$ cat config.mk
export PLATFORM = sky130hd
export DESIGN_NAME = alu_mem_stage
export DESIGN_NICKNAME = d
export VERILOG_FILES = /design/src/rtl/alu_mem_stage.sv
export SDC_FILE = /design/constraint.sdc
export NUM_CORES = 2
export LEC_CHECK = 0
export CORE_MARGIN = 3
export CORE_UTILIZATION = 40
export CTS_CLUSTER_SIZE = 16
export DETAILED_ROUTE_END_ITERATION = 16
export SLEW_MARGIN = 20
export SYNTH_ARGS = -nofsm -noshare
export SYNTH_HDL_FRONTEND = slang
export SYNTH_SLANG_ARGS = --single-unit
$ cat constraint.sdc
create_clock -name Clock -period 20.3 [get_ports Clock]
set_input_delay 4.06 -clock Clock [delete_from_list [all_inputs] [get_ports Clock]]
set_output_delay 4.06 -clock Clock [all_outputs]
set_load 0.005 [all_outputs]
$ cat src/rtl/alu_mem_stage.sv
// Execute/memory stage: ALUOp decode, 16-bit ALU, and a byte-addressable
// big-endian data memory addressed by the ALU result.
module alu_mem_stage #(
  parameter int ADDR_WIDTH = 7
) (
  input  logic        Clock,
  input  logic        Reset_n,
  input  logic [1:0]  ALUOp,
  input  logic [1:0]  Funct,
  input  logic [3:0]  Opcode,
  input  logic [15:0] A,
  input  logic [15:0] B,
  input  logic        Cin,
  input  logic [15:0] WriteData,
  input  logic        MemRead,
  input  logic        MemWrite,
  output logic [3:0]  ALUCtrl,
  output logic [15:0] Result,
  output logic        Zero,
  output logic        Overflow,
  output logic        CarryOut,
  output logic [15:0] ReadData
);

  localparam int DEPTH = 1 << ADDR_WIDTH;

  logic [3:0]            alu_ctrl_s;
  logic [15:0]           a_s;
  logic [15:0]           b_s;
  logic [16:0]           sum_s;
  logic                  add_ovf_s;
  logic [15:0]           result_s;
  logic                  ovf_s;
  logic                  carry_s;
  logic [ADDR_WIDTH-1:0] ea_hi_s;
  logic [ADDR_WIDTH-1:0] ea_lo_s;
  logic [15:0]           read_data_s;
  logic [7:0]            mem_r [DEPTH];

  // Control decode: ALU class plus funct/opcode into the ALU control word.
  always_comb begin
    alu_ctrl_s = 4'b0010;
    case (ALUOp)
      2'b00: alu_ctrl_s = 4'b0010;
      2'b01: alu_ctrl_s = 4'b0110;
      2'b10: begin
        case (Funct)
          2'b00:   alu_ctrl_s = 4'b0010;
          2'b01:   alu_ctrl_s = 4'b0110;
          2'b10:   alu_ctrl_s = 4'b0000;
          2'b11:   alu_ctrl_s = 4'b0001;
          default: alu_ctrl_s = 4'b0010;
        endcase
      end
      2'b11: begin
        case (Opcode)
          4'b0100: alu_ctrl_s = 4'b0010;
          4'b0101: alu_ctrl_s = 4'b0111;
          4'b0110: alu_ctrl_s = 4'b0000;
          4'b0111: alu_ctrl_s = 4'b0001;
          default: alu_ctrl_s = 4'b0010;
        endcase
      end
      default: alu_ctrl_s = 4'b0010;
    endcase
  end

  // ALU: shared adder with optional operand inversion; SLT folds in overflow
  // so the sign test is a correct signed compare.
  always_comb begin
    a_s       = alu_ctrl_s[3] ? ~A : A;
    b_s       = alu_ctrl_s[2] ? ~B : B;
    sum_s     = {1'b0, a_s} + {1'b0, b_s} + {16'h0000, (alu_ctrl_s[2] | Cin)};
    add_ovf_s = (a_s[15] == b_s[15]) && (sum_s[15] != a_s[15]);
    result_s  = 16'h0000;
    ovf_s     = 1'b0;
    carry_s   = 1'b0;
    case (alu_ctrl_s)
      4'b0000, 4'b1100: result_s = a_s & b_s;
      4'b0001:          result_s = a_s | b_s;
      4'b0010, 4'b0110: begin
        result_s = sum_s[15:0];
        ovf_s    = add_ovf_s;
        carry_s  = sum_s[16];
      end
      4'b0111: begin
        result_s = {15'h0000, sum_s[15] ^ add_ovf_s};
        carry_s  = sum_s[16];
      end
      default: result_s = 16'h0000;
    endcase
  end

  assign ALUCtrl  = alu_ctrl_s;
  assign Result   = result_s;
  assign Zero     = (result_s == 16'h0000);
  assign Overflow = ovf_s;
  assign CarryOut = carry_s;

  // Word-aligned effective address; upper result bits wrap.
  assign ea_hi_s = {result_s[ADDR_WIDTH-1:1], 1'b0};
  assign ea_lo_s = {result_s[ADDR_WIDTH-1:1], 1'b1};

  // Data memory: big-endian byte pair write, cleared asynchronously on reset.
  always_ff @(posedge Clock or negedge Reset_n) begin
    if (!Reset_n) begin
      for (int i = 0; i < DEPTH; i++) begin
        mem_r[i] <= 8'h00;
      end
    end else if (MemWrite) begin
      mem_r[ea_hi_s] <= WriteData[15:8];
      mem_r[ea_lo_s] <= WriteData[7:0];
    end
  end

  // Combinational read port, gated by MemRead and held at zero in reset.
  always_comb begin
    if (MemRead && Reset_n) begin
      read_data_s = {mem_r[ea_hi_s], mem_r[ea_lo_s]};
    end else begin
      read_data_s = 16'h0000;
    end
  end

  assign ReadData = read_data_s;

endmodule

==> flow_metrics.tcl <==
set metrics [dict create \
    register_area_mm2 0.02562 \
    initial_core_util 0.4038 \
    setup_viol 0 \
    clk_pin_slew_ns 0.06 \
    synth_area_mm2 0.04775 \
    startpoint_type "input pin" \
    synth_top_flop_cell "dfrtp_1" \
    postRouteAntennaNets 0 \
    synth_edf_count 0 \
    post-route-period-util 0.8055 \
    cts_inserted_buffers 108 \
    antenna_found_initial 10 \
    power_switching_mw 2.509 \
    gp_congestion 0.8438 \
    largest_register_ffs 1024 \
    syn_nets 3843 \
    post-cts-setup-buffers 0 \
    p_int_mw 5.054 \
    yosys_warnings 0 \
    p_leak_nw 24.38 \
    core.rowCount 126 \
    powerDensity_mw_per_mm2 140.3 \
    ys_types 97 \
    die_y_um 351.5 \
    synthTopCellsByCount "mux2_2, dfrtp_1, o22ai_1" \
    wl_per_cell_um 30.59 \
    crit_slowest_cell "o41ai_1" \
    synth.avg_cell_area_um2 12.74 \
    critPathKind "in -> out" \
    syn_inst 3748 \
    cp_cell_sequence "clkdlybuf4s50_1 > o21ai_0 > a21oi_2 > buf_4 > xnor2_1 > fa_1 > inv_1 > fa_1 > nor3_2 > nor2_8 > buf_4 > inv_4 > nand3_4 > buf_4 > o22ai_1 > o41ai_1 > o221ai_1 > nor4_1 > clkdlybuf4s50_1" \
    boundaryPins 100 \
    cts_max_path_buffers 3 \
    ys_seq_area_frac 0.5366 \
    via_per_inst 6.216 \
    end_kind "output pin" \
    fill_cells 10710 \
    power.share.switching 0.3317 \
    core_area_mm2 0.1182 \
    cts_root_buf "clkbuf_16" \
    vias 33440 \
    fin_setup_tns_ns 0 \
    wl_um 164600 \
    synth_most_common_cell "mux2_2" \
    fin_crit_ns 16.35 \
    relSlewSlack 0.1715 \
    clk_latency_ns 0.68 \
    grt_usage 0.2643 \
    worstPathRequired_ns 16.24 \
    grt_max_degree 172 \
    finClkSkew_ns 0 \
    syn_to_final_growth_pct 12.87 \
    drtIter0Drc 3176 \
    port_buffers 98 \
    hold_class "reg -> reg" \
    multi_input_area_mm2 0.02057 \
    top_register "mem_r" \
    hold_violations 0 \
    maxSlewViolCount 0 \
    clock_power_share 0.271 \
    p_seq_frac 0.425 \
    first_global_vias 33210 \
    synthArstFlopShare 1.000 \
    regToRegSetupSlack_ns 19.51 \
    post-route-util 0.4558 \
    fmax_mhz 61.16 \
    ys_top_cells_by_area "dfrtp_1, mux2_2, o22ai_1" \
    die_w_um 351.5 \
    post-dp-hpwl_um 97110 \
    tightest_slew_ns 1.223 \
    cts_max_level 3 \
    synth_top_cell_by_area "dfrtp_1" \
    rsz0062_at_grt "false" \
    nNetsFinal 3849 \
    cap_violations 0 \
    reg_top3 "mem_r: 1024 flops" \
    cp_max_fo 37 \
    cts_tree "done" \
    drcViolationCount 0 \
    cts_sinks 1024 \
    crit_top_cell "buf_4" \
    synth_seq_cells 1024 \
    overflow 0 \
    worstPathArrival_ns 12.29 \
    drive_above_1_share 0.3833 \
    ctsResizeCount 0 \
    firstDrtPassIters 8 \
    netlist.area_leader.share 0.5366 \
    vdd_drop_max_mv 0.06943 \
    outcome "complete, no violations" \
    pwr-share-comb 0.304 \
    die_area_mm2 0.1236 \
    grt_pass1_wl_um 239100 \
    cts_hold_buf 0 \
    slowest_delay_ns 0.99 \
]
cell type report:
type / count / area share
sequential: 1024 / 0.4755
timing repair buffer: 221 / 0.03538
inverter: 47 / 0.003459
antenna: 3 / 0.0001393
clock inverter: 25 / 0.005943
tap: 1536 / 0.03566
clock buffer: 171 / 0.06222
multi-input combinational: 2352 / 0.3818
final timing paths:
kind,end,cells after the start,from
min in group asynchronous,mem_r[809]$_DFFE_PN0P_,1,Reset_n
setup / recovery,ReadData[12],19,ALUOp[1]
setup reg to reg,mem_r[226]$_DFFE_PN0P_,1,mem_r[226]$_DFFE_PN0P_
max in group asynchronous,mem_r[376]$_DFFE_PN0P_,4,Reset_n
hold reg to reg,mem_r[409]$_DFFE_PN0P_,1,mem_r[409]$_DFFE_PN0P_
hold / removal,mem_r[409]$_DFFE_PN0P_,1,mem_r[409]$_DFFE_PN0P_
routing by layer:
metal	vias to the layer above	part of all wire	GRT usage
met5	-	0.00029	0
met4	8	0.040	0.09450
met3	307	0.084	0.04807
met2	1382	0.46	0.4142
met1	17810	0.42	0.3680
li1	13930	-	-
logic make-up (layout without fill, tap and decap cells):
logic type	Yosys count	after routing	synth area share
and+or+nand+nor	523	523	0.06053
adders and majority gates	34	34	0.009224
xor gates and xnor gates	26	26	0.004769
other	1	4	0.00007853
DFF	1024	1024	0.5366
AOI/OAI and AO/OA	678	678	0.09682
buffers and inverters	372	464	0.03548
muxes	1090	1090	0.2565
through the flow:
step	cells	total power [mW]	hold WS, ns	area, um^2	setup WS [ns]
6_report	5379	7.563	0.4884	53900	3.948
5_1_grt	5376	7.892	0.4933	53890	3.981
4_1_cts	5375	7.556	0.4882	53860	4.005
3_5_place_dp	5179	5.506	0.4750	50190	4.031
3_3_place_gp	5179	5.448	0.4684	50180	4.007
2_1_floorplan	3748	4.617	0.4509	47750	7.917
layout by cell type, fill, tap and decap left out, types with 8 or more instances in the layout:
master	synthesis	layout
o31ai_1	13	13
a31oi_1	29	29
nor2_1	70	70
mux2i_1	28	28
o22a_1	8	8
nor2_4	22	25
ha_1	32	32
o21ai_0	59	59
a21oi_1	57	55
dfrtp_1	1024	1024
nand3_1	34	32
nor2_2	49	46
clkbuf_1	154	25
clkinv_2	0	11
nand2_2	11	9
o2111ai_1	24	24
o41ai_1	22	22
mux2_1	27	27
clkbuf_8	0	35
and3_1	22	22
clkbuf_16	0	111
nor4_1	33	31
a311oi_1	12	12
a221oi_1	8	8
inv_1	41	41
o22ai_1	295	293
buf_4	43	118
nand2_1	147	146
a22oi_1	16	16
or3_1	53	53
o221ai_1	27	27
buf_2	94	15
nand4_1	9	9
o211ai_1	14	14
mux2_2	1033	1033
xnor2_1	22	22
nor3_1	26	26
a211oi_1	30	29
clkdlybuf4s50_1	0	81
critical path: cells and delay by family:
kind,cells,cell delay (ns)
buffers and inverters,7,3.26
adder cells (fa/ha/maj),2,0.83
AO/OA/AOI/OAI,5,1.94
XOR/XNOR,1,0.22
AND/OR/NAND/NOR,4,1.90
power groups by stage:
stage	Combinational [mW]	Sequential, mW	Clock (mW)
final	2.30	3.21	2.05
after detailed placement	2.27	3.23	0
after floorplan	1.50	3.11	0
after global routing	2.44	3.30	2.15
after global placement	2.23	3.22	0
after CTS	2.28	3.20	2.07
(Power assumes the default switching activity.)
